[src/rtl/clk_ratio_meter_pkg.sv]
// Shared definitions for the clock ratio meter and the VGA timing blocks.
//   - meter_state_t : measurement FSM state encoding
//   - *_DEF         : default widths / lock depth / synchroniser depth
package clk_ratio_meter_pkg;

    localparam int CNT_W_DEF       = 16;
    localparam int LOCK_COUNT_DEF  = 4;
    localparam int SYNC_STAGES_DEF = 2;

    typedef enum logic [1:0] {
        ST_IDLE    = 2'd0,
        ST_MEASURE = 2'd1,
        ST_TRACK   = 2'd2
    } meter_state_t;

endpackage

[src/rtl/sync_edge_det.sv]
// Synchroniser plus edge detector for one asynchronous input.
// Ports:
//   clk_i    : sampling clock
//   reset    : synchronous, active-low reset
//   async_i  : asynchronous input level
//   level_o  : synchronised level (last sync stage)
//   rise_o   : one-cycle pulse per rising edge of the synchronised level
//   fall_o   : one-cycle pulse per falling edge of the synchronised level
// Strobes are registered, so they appear SYNC_STAGES+1 edges after the
// input changes and are glitch-free for downstream consumers.
module sync_edge_det #(
    parameter int SYNC_STAGES = 2
) (
    input  logic clk_i,
    input  logic reset,
    input  logic async_i,
    output logic level_o,
    output logic rise_o,
    output logic fall_o
);

    logic [SYNC_STAGES-1:0] sync_q;
    logic                   edge_q;
    logic                   s;

    assign s       = sync_q[SYNC_STAGES-1];
    assign level_o = s;

    always_ff @(posedge clk_i) begin
        if (!reset) begin
            sync_q <= '0;
            edge_q <= 1'b0;
            rise_o <= 1'b0;
            fall_o <= 1'b0;
        end else begin
            sync_q <= {sync_q[SYNC_STAGES-2:0], async_i};
            edge_q <= s;
            rise_o <= s & ~edge_q;
            fall_o <= ~s & edge_q;
        end
    end

endmodule

[src/rtl/clk_ratio_meter.sv]
// Measures a divided clock in the fast clock domain.
// Ports:
//   clk_i     : fast system clock
//   reset     : synchronous, active-low reset
//   div_clk_i : divided clock under measurement (asynchronous)
//   rise_o    : one-cycle pulse per detected rising edge of div_clk_i
//   fall_o    : one-cycle pulse per detected falling edge of div_clk_i
//   period_o  : last rise-to-rise period in clk_i cycles
//   high_o    : last rise-to-fall high time in clk_i cycles
//   locked_o  : period stable for LOCK_COUNT consecutive measurements
//   timeout_o : no rise for 2^CNT_W-1 cycles; held until the next rise
module clk_ratio_meter
    import clk_ratio_meter_pkg::*;
#(
    parameter int CNT_W       = CNT_W_DEF,
    parameter int LOCK_COUNT  = LOCK_COUNT_DEF,
    parameter int SYNC_STAGES = SYNC_STAGES_DEF
) (
    input  logic             clk_i,
    input  logic             reset,
    input  logic             div_clk_i,
    output logic             rise_o,
    output logic             fall_o,
    output logic [CNT_W-1:0] period_o,
    output logic [CNT_W-1:0] high_o,
    output logic             locked_o,
    output logic             timeout_o
);

    localparam int            MW        = $clog2(LOCK_COUNT + 1);
    localparam logic [MW-1:0] LOCK_MAX  = MW'(LOCK_COUNT);
    localparam logic [MW-1:0] LOCK_LAST = MW'(LOCK_COUNT - 1);

    meter_state_t     state;
    logic [CNT_W-1:0] cnt;
    logic [CNT_W-1:0] cnt_p1;
    logic [MW-1:0]    match_cnt;

    sync_edge_det #(
        .SYNC_STAGES(SYNC_STAGES)
    ) u_sync (
        .clk_i  (clk_i),
        .reset  (reset),
        .async_i(div_clk_i),
        .level_o(),
        .rise_o (rise_o),
        .fall_o (fall_o)
    );

    // cnt is cleared on the rise cycle, so the edge being measured is
    // counted as cnt+1 (truncated to CNT_W bits).
    assign cnt_p1 = cnt + 1'b1;

    always_ff @(posedge clk_i) begin
        if (!reset) begin
            state     <= ST_IDLE;
            cnt       <= '0;
            match_cnt <= '0;
            period_o  <= '0;
            high_o    <= '0;
            locked_o  <= 1'b0;
            timeout_o <= 1'b0;
        end else begin
            if (rise_o)
                cnt <= '0;
            else if (cnt != '1)
                cnt <= cnt_p1;

            case (state)
                ST_IDLE: begin
                    if (rise_o) begin
                        state     <= ST_MEASURE;
                        timeout_o <= 1'b0;
                    end
                end
                ST_MEASURE: begin
                    if (rise_o) begin
                        period_o  <= cnt_p1;
                        match_cnt <= '0;
                        state     <= ST_TRACK;
                    end else if (fall_o) begin
                        high_o <= cnt_p1;
                    end
                end
                ST_TRACK: begin
                    if (rise_o) begin
                        if (cnt_p1 == period_o) begin
                            if (match_cnt != LOCK_MAX)
                                match_cnt <= match_cnt + 1'b1;
                            // lock on the edge that completes the run
                            if (match_cnt >= LOCK_LAST)
                                locked_o <= 1'b1;
                        end else begin
                            period_o  <= cnt_p1;
                            match_cnt <= '0;
                            locked_o  <= 1'b0;
                        end
                    end else if (fall_o) begin
                        high_o <= cnt_p1;
                    end
                end
                default: state <= ST_IDLE;
            endcase

            // Saturated counter with no rise: the divided clock is gone.
            // A rise on the saturation cycle is a valid edge and wins.
            if (state != ST_IDLE && !rise_o && cnt == '1) begin
                state     <= ST_IDLE;
                locked_o  <= 1'b0;
                match_cnt <= '0;
                timeout_o <= 1'b1;
            end
        end
    end

endmodule

[config.mk]
export PLATFORM = sky130hd
export DESIGN_NAME = clk_ratio_meter
export DESIGN_NICKNAME = d
export VERILOG_FILES = /design/src/rtl/clk_ratio_meter_pkg.sv /design/src/rtl/sync_edge_det.sv /design/src/rtl/clk_ratio_meter.sv
export SDC_FILE = /design/constraint.sdc
export NUM_CORES = 1
export LEC_CHECK = 0
export BUFFER_PORTS_ARGS = -buffer_cell sky130_fd_sc_hd__buf_2
export CORE_UTILIZATION = 55
export CTS_CLUSTER_DIAMETER = 120
export DETAILED_ROUTE_END_ITERATION = 12
export HOLD_SLACK_MARGIN = 0.02
export PLACE_DENSITY = 0.76
export SLEW_MARGIN = 20
export SYNTH_ARGS = -nofsm -noshare
export SYNTH_HDL_FRONTEND = slang
export SYNTH_SLANG_ARGS = --single-unit
[constraint.sdc]
create_clock -name clk_i -period 4.3 [get_ports clk_i]
set_clock_uncertainty 0.15 [all_clocks]
set_input_delay 0.43 -clock clk_i [delete_from_list [all_inputs] [get_ports clk_i]]
set_output_delay 0.43 -clock clk_i [all_outputs]
set_load 0.01 [all_outputs]
==> results of run 1 <==
through the flow:
| step | setup slack, ns | total power [uW] |
|---|---|---|
| global placement | 1.308 | 619.8 |
| global route | 0.9314 | 1223 |
| CTS | 1.212 | 1190 |
| finish | 1.171 | 1183 |
| detailed placement | 1.251 | 621.0 |
| floorplan | 1.741 | 610.2 |
layout make-up:
class / instances / share of cell area, %
clock buffer: 10 / 3.788
clock inverter: 6 / 2.410
tap: 72 / 2.479
timing repair buffer: 39 / 5.441
multi-input combinational: 273 / 51.48
inverter: 13 / 1.343
sequential: 60 / 33.06
kinds of logic after synthesis:
group           Yosys count  synth area share, %
buf+inv                  37                5.214
flops                    60                37.08
fa+ha+maj                 7                2.704
xor+xnor                 27                8.150
mux                      20                6.180
compound gates           75                16.88
simple gates            144                23.79
routing by layer:
layer  share of wire (%)  GRT usage (%)
met1                  48          35.80
met2                  45          40.17
met3                 5.3          6.207
met4                 1.4          7.963
met5                   0              0
path summary, 6_finish.rpt:
check                                                    to  slack [ns]                     start
worst max-delay path              period_o[11]$_SDFFE_PN0P_        1.17       cnt[0]$_SDFFE_PP0N_
worst min-delay path            u_sync.sync_q[0]$_SDFF_PN0_        0.15                 div_clk_i
worst max register to register    period_o[11]$_SDFFE_PN0P_        1.17       cnt[0]$_SDFFE_PP0N_
worst min register to register     u_sync.rise_o$_SDFF_PN0_        0.26  u_sync.edge_q$_SDFF_PN0_
power groups by stage:
stage	Combinational (uW)	Clock, uW	Sequential (uW)
detailed placement	42.5	0	578
CTS	43.6	581	566
global placement	41.9	0	578
finish	43.6	574	566
floorplan	33.0	0	577
global route	48.4	608	566
sequential cells by signal, indices dropped and copies added, names as in the netlist:
name / cells
cnt: 16
high_o: 16
period_o: 16
match_cnt: 3
state: 2
u_sync.sync_q: 2
locked_o: 1
timeout_o: 1
u_sync.edge_q: 1
u_sync.fall_o: 1
u_sync.rise_o: 1
worst reg2reg max path: stages, from the launching register on:
cell and delay [ns]:
dfxtp_1 0.49, ha_1 0.27, nand3_1 0.28, nor4b_1 0.62, a32oi_1 0.11, o2111a_1 0.17
nand4_1 0.16, o21a_1 0.54, mux2i_1 0.26
cell usage in the layout (no fill, tap or decap), types with 3 or more instances in the layout:
master    instances
xor2_1            7
and2_1            5
o211ai_1          5
or2_2             3
o21ai_0          10
nand2b_1         17
a21oi_1          24
nor3_1            4
nor2_1           18
o211a_1          16
a32oi_1           3
nor2b_1           5
clkbuf_8         10
xnor2_1          18
nand2_1          48
inv_1            13
nand4_1           7
nand3_1          11
dfxtp_1          60
or3_1             5
mux2i_1          20
ha_1              7
buf_2            38
nor4_1            3
==> flow_summary.toml, run 1 <==
[clock_tree]
cts.hold.buffers_added = 0
htree_levels = 3
path_clk_slew_ns = 0.07
postCtsResizedCells = 0
cts_root_buf = "clkbuf_8"
clockBufferDepth = 2
cts-buffers-inserted = 9
post_cts.repair.setup_buffers = 0
clk_latency_ns = 0.35
cts_tree = "yes"
cts_sinks = 60

[critical_path]
crit_type = "flop to flop"
arrival_ns = 3.25
critPathLaunchType = "flop"
worst_path_largest_cell_delay_ns = 0.62
cp.depth = 8
crit_fanout = 10
cp_num_buf_inv = 0
crit_required_ns = 4.42
end_kind = "flop"
cp_slowest_cell = "nor4b_1"
cp_top_family = "simple AND/OR/NAND/NOR gates"
crit_chain = "ha_1 > nand3_1 > nor4b_1 > a32oi_1 > o2111a_1 > nand4_1 > o21a_1 > mux2i_1"
r2r_cells = 8

[finish]
drive_gt1_share_pct = 16.96
area_growth_syn_to_layout_pct = 12.17
layoutNonFillerInstCount = 473
nets = 406
diodes = 0
multi_input_area_sq_um = 1871
nFillCells = 502
register_area_sq_um = 1201
postLayoutCellArea_sq_um = 3633
fin_util_pct = 64.79

[routing]
drc_errors = 0
routedWlPerCell_um = 15.80
final_antenna_net_count = 0
first_iter_violations = 183
vias = 2726
routed_wl_um = 7473
via_per_inst = 5.763
first_pass_iters = 4

[yosys]
ys_seq_area_share_pct = 37.08
synth_commonest_cells = "60 x dfxtp_1, 48 x nand2_1, 24 x a21oi_1"
synth_top_area_cell = "dfxtp_1"
ys_top_cells_by_area = "dfxtp_1 37%, mux2i_1 6.2%, nand2_1 5.6%"
synth_most_common_cell = "dfxtp_1"
ys_ff_latch = 60
synthCells = 370
synth_area_sq_um = 3239
ys_warn_count = 0
syn_area_per_cell_sq_um = 8.755
synth-edff-count = 0
synthesis.nets = 380
ys_types = 55
synth_ff_type = "dfxtp_1"
synthArstFlopShare_pct = 0
synth_top_cell_area_share_pct = 37.08

[timing]
slew_headroom_pct = 40.82
tightest_slew_ns = 0.8877
setup_viol = 0
final.setup.tns_ns = 0
finalHoldViolations = 0
drv_slew = 0
period_share_pct = 72.78
layout_min_cycle_time_ns = 3.129
rsz0062_at_grt = "false"
fmax_mhz = 319.6
holdWs_ns = 0.1451

[die]
initial_utilization_pct = 57.76
die_h_um = 78.75
core_region_area_sq_um = 5608
io_pins = 39
die_area_sq_um = 6201
die_w_um = 78.75
rows = 27

[power_and_ir_drop]
p_sw_uw = 266.4
p_int_uw = 917.0
swShare_pct = 22.51
pwr-share-seq_pct = 47.8
combPwrFrac_pct = 3.7
vdd_drop_max_uv = 251.5
clock_power_share_pct = 48.5
cellPowerDensity_nw_per_um2 = 325.7
p_leak_uw = 0.001620

[grt]
first_global_vias = 2493
grt_overflow = 0
grt_max_degree = 55
track_usage_pct = 26.03
antenna_found_initial = 0
grt_pass1_wl_um = 12290

[place]
place_inst = 457
hpwl_um = 5372
gp_congestion = 0.8841
placed_area_sq_um = 3407
io_buffers = 38

[hold_path]
hold_path.class = "input pin to flop"
hold_depth = 2

[outcome]
status = "complete, no violations"

[flow_run]
maxCapViolations = 0
No activity file was read; power rests on OpenSTA's default activity.
==> run 2, diff against run 1 <==
clock period = 3.21 ns   (was 4.3 ns; I/O delays follow)
==> run 2 against run 1 <==
  * Register-to-register slack lost 0.94 ns
  * Count of clock-buffer cells in the layout grew 3
  * Global-route usage grew 0.49 points
  * Largest power group is now sequential cells
  * Cell area grew 2.0%
  * Highest routed layer unchanged
==> flow_summary.toml, run 2 (synthesis gave the netlist of run 1 again) <==
[outcome]
status = "complete, no violations"

[critical_path]
crit_required_ns = 3.28
arrival_ns = 3.05
crit_fanout = 13
crit_type = "flop to flop"
critPathLaunchType = "flop"
end_kind = "flop"

[grt]
track_usage_pct = 26.52
grt_max_degree = 40
first_global_vias = 2541
grt_pass1_wl_um = 12450
grt_overflow = 0
antenna_found_initial = 0

[routing]
met2_wirelength_um = 3528
highest_layer = "met4"
first_pass_iters = 4
wl_met1_um = 3745
vias = 2743
routed_wl_um = 7835
wl_met3_um = 422
drc_errors = 0
final_antenna_net_count = 0
via_per_inst = 5.656
first_iter_violations = 156
routedWlPerCell_um = 16.15

[die]
die_area_sq_um = 6201
die_h_um = 78.75
io_pins = 39
die_w_um = 78.75
initial_utilization_pct = 57.76
core_region_area_sq_um = 5608
rows = 27

[clock_tree]
cts-buffers-inserted = 9
htree_levels = 3
clk_latency_ns = 0.34
cts_sinks = 60
path_clk_slew_ns = 0.07
clockBufferDepth = 2
cts_root_buf = "clkbuf_8"
cts_tree = "yes"
cts.hold.buffers_added = 0

[timing]
final.setup.tns_ns = 0
finalHoldViolations = 0
layout_min_cycle_time_ns = 2.981
setup_ws_ns = 0.2287
period_share_pct = 92.88
drv_slew = 0
setup_viol = 0
slew_headroom_pct = 52.94
tightest_slew_ns = 0.7059
fmax_mhz = 335.4
rsz0062_at_grt = "false"

[power_and_ir_drop]
swShare_pct = 22.70
pwr-share-seq_pct = 49.8
cellPowerDensity_nw_per_um2 = 410.1
clock_power_share_pct = 46.0
vdd_drop_max_uv = 316.6
p_int_uw = 1175
total_power_uw = 1520
p_sw_uw = 345.0
p_leak_uw = 0.001662
combPwrFrac_pct = 4.2

[finish]
area_growth_syn_to_layout_pct = 14.45
top_regs = "cnt (16), high_o (16), period_o (16)"
most-common-layout-cells = "60 x dfxtp_1, 48 x nand2_1, 38 x buf_2, 24 x a21oi_1, 20 x mux2i_1"
drive_gt1_share_pct = 18.89
diodes = 0
fin_util_pct = 66.11
nets = 418
final_common_cell = "dfxtp_1"

[place]
dpl_worst_slack_ns = 0.2671
hpwl_um = 5752
gp_congestion = 0.8832
io_buffers = 38

[hold_path]
hold_path.class = "input pin to flop"

[flow_run]
maxCapViolations = 0
[run 2: cell types whose count changed in the layout (fill, tap and decap cells not counted), sizes merged]
cell      before  now
clkbuf        10   13
buf           39   51
clkinv         4    0
bufinv         2    1
clkinvlp       0    2
[run 2: path summary, 6_finish.rpt]
path	start	cells past startpoint	slack (ns)	end
worst max-delay path	cnt[4]$_SDFFE_PP0N_	8	0.23	period_o[1]$_SDFFE_PN0P_
worst min-delay path	div_clk_i	2	0.04	u_sync.sync_q[0]$_SDFF_PN0_
worst max register to register	cnt[4]$_SDFFE_PP0N_	8	0.23	period_o[1]$_SDFFE_PN0P_
worst min register to register	u_sync.edge_q$_SDFF_PN0_	1	0.25	u_sync.rise_o$_SDFF_PN0_
[run 2: layer usage]
| layer | vias to the layer above | GRT usage [%] |
|---|---|---|
| met5 | - | 0 |
| met4 | 0 | 10.93 |
| met3 | 13 | 5.287 |
| met2 | 64 | 40.35 |
| met1 | 1290 | 36.53 |
| li1 | 1376 | - |
[run 2: cell type report]
class	instances	area, sq um
Fill cell	506	1901
Multi-Input combinational cell	273	1876
Sequential cell	60	1201
Timing Repair Buffer	51	287.8
Clock buffer	13	158.9
Tap cell	72	90.09
Inverter	13	48.80
Clock inverter	3	45.04
[run 2: power groups by stage]
stage | clock (uW) | sequential (uW) | combinational (uW)
3_3_place_gp | 0 | 773 | 61.5
3_5_place_dp | 0 | 774 | 63.5
5_1_grt | 746 | 757 | 69.7
6_report | 699 | 757 | 64.2
4_1_cts | 712 | 757 | 63.6
2_1_floorplan | 0 | 773 | 44.2
[run 2: critical path: stages, from the launching register on]
cell	delay (ns)
dfxtp_1	0.50
nand3_2	0.32
or3_1	0.52
o21ai_0	0.31
o2111a_1	0.24
nand4_1	0.19
o21a_1	0.30
buf_4	0.20
mux2i_1	0.13
[run 2: through the flow]
stage | area (sq um) | hold WS [ns] | cells
after detailed placement | 3497 | 0.2457 | 469
final | 3707 | 0.04361 | 485
after CTS | 3701 | 0.03354 | 485
after floorplan | 3239 | 0.2339 | 370
after global routing | 3707 | 0.05697 | 485
after global placement | 3497 | 0.2392 | 469
[run 2: timing repair]
| item | 4_1_cts | 5_1_grt |
|---|---|---|
| gates resized for setup | 0 | 1 |
| setup endpoints to repair | 0 | 2 |
| setup buffers | 0 | 0 |
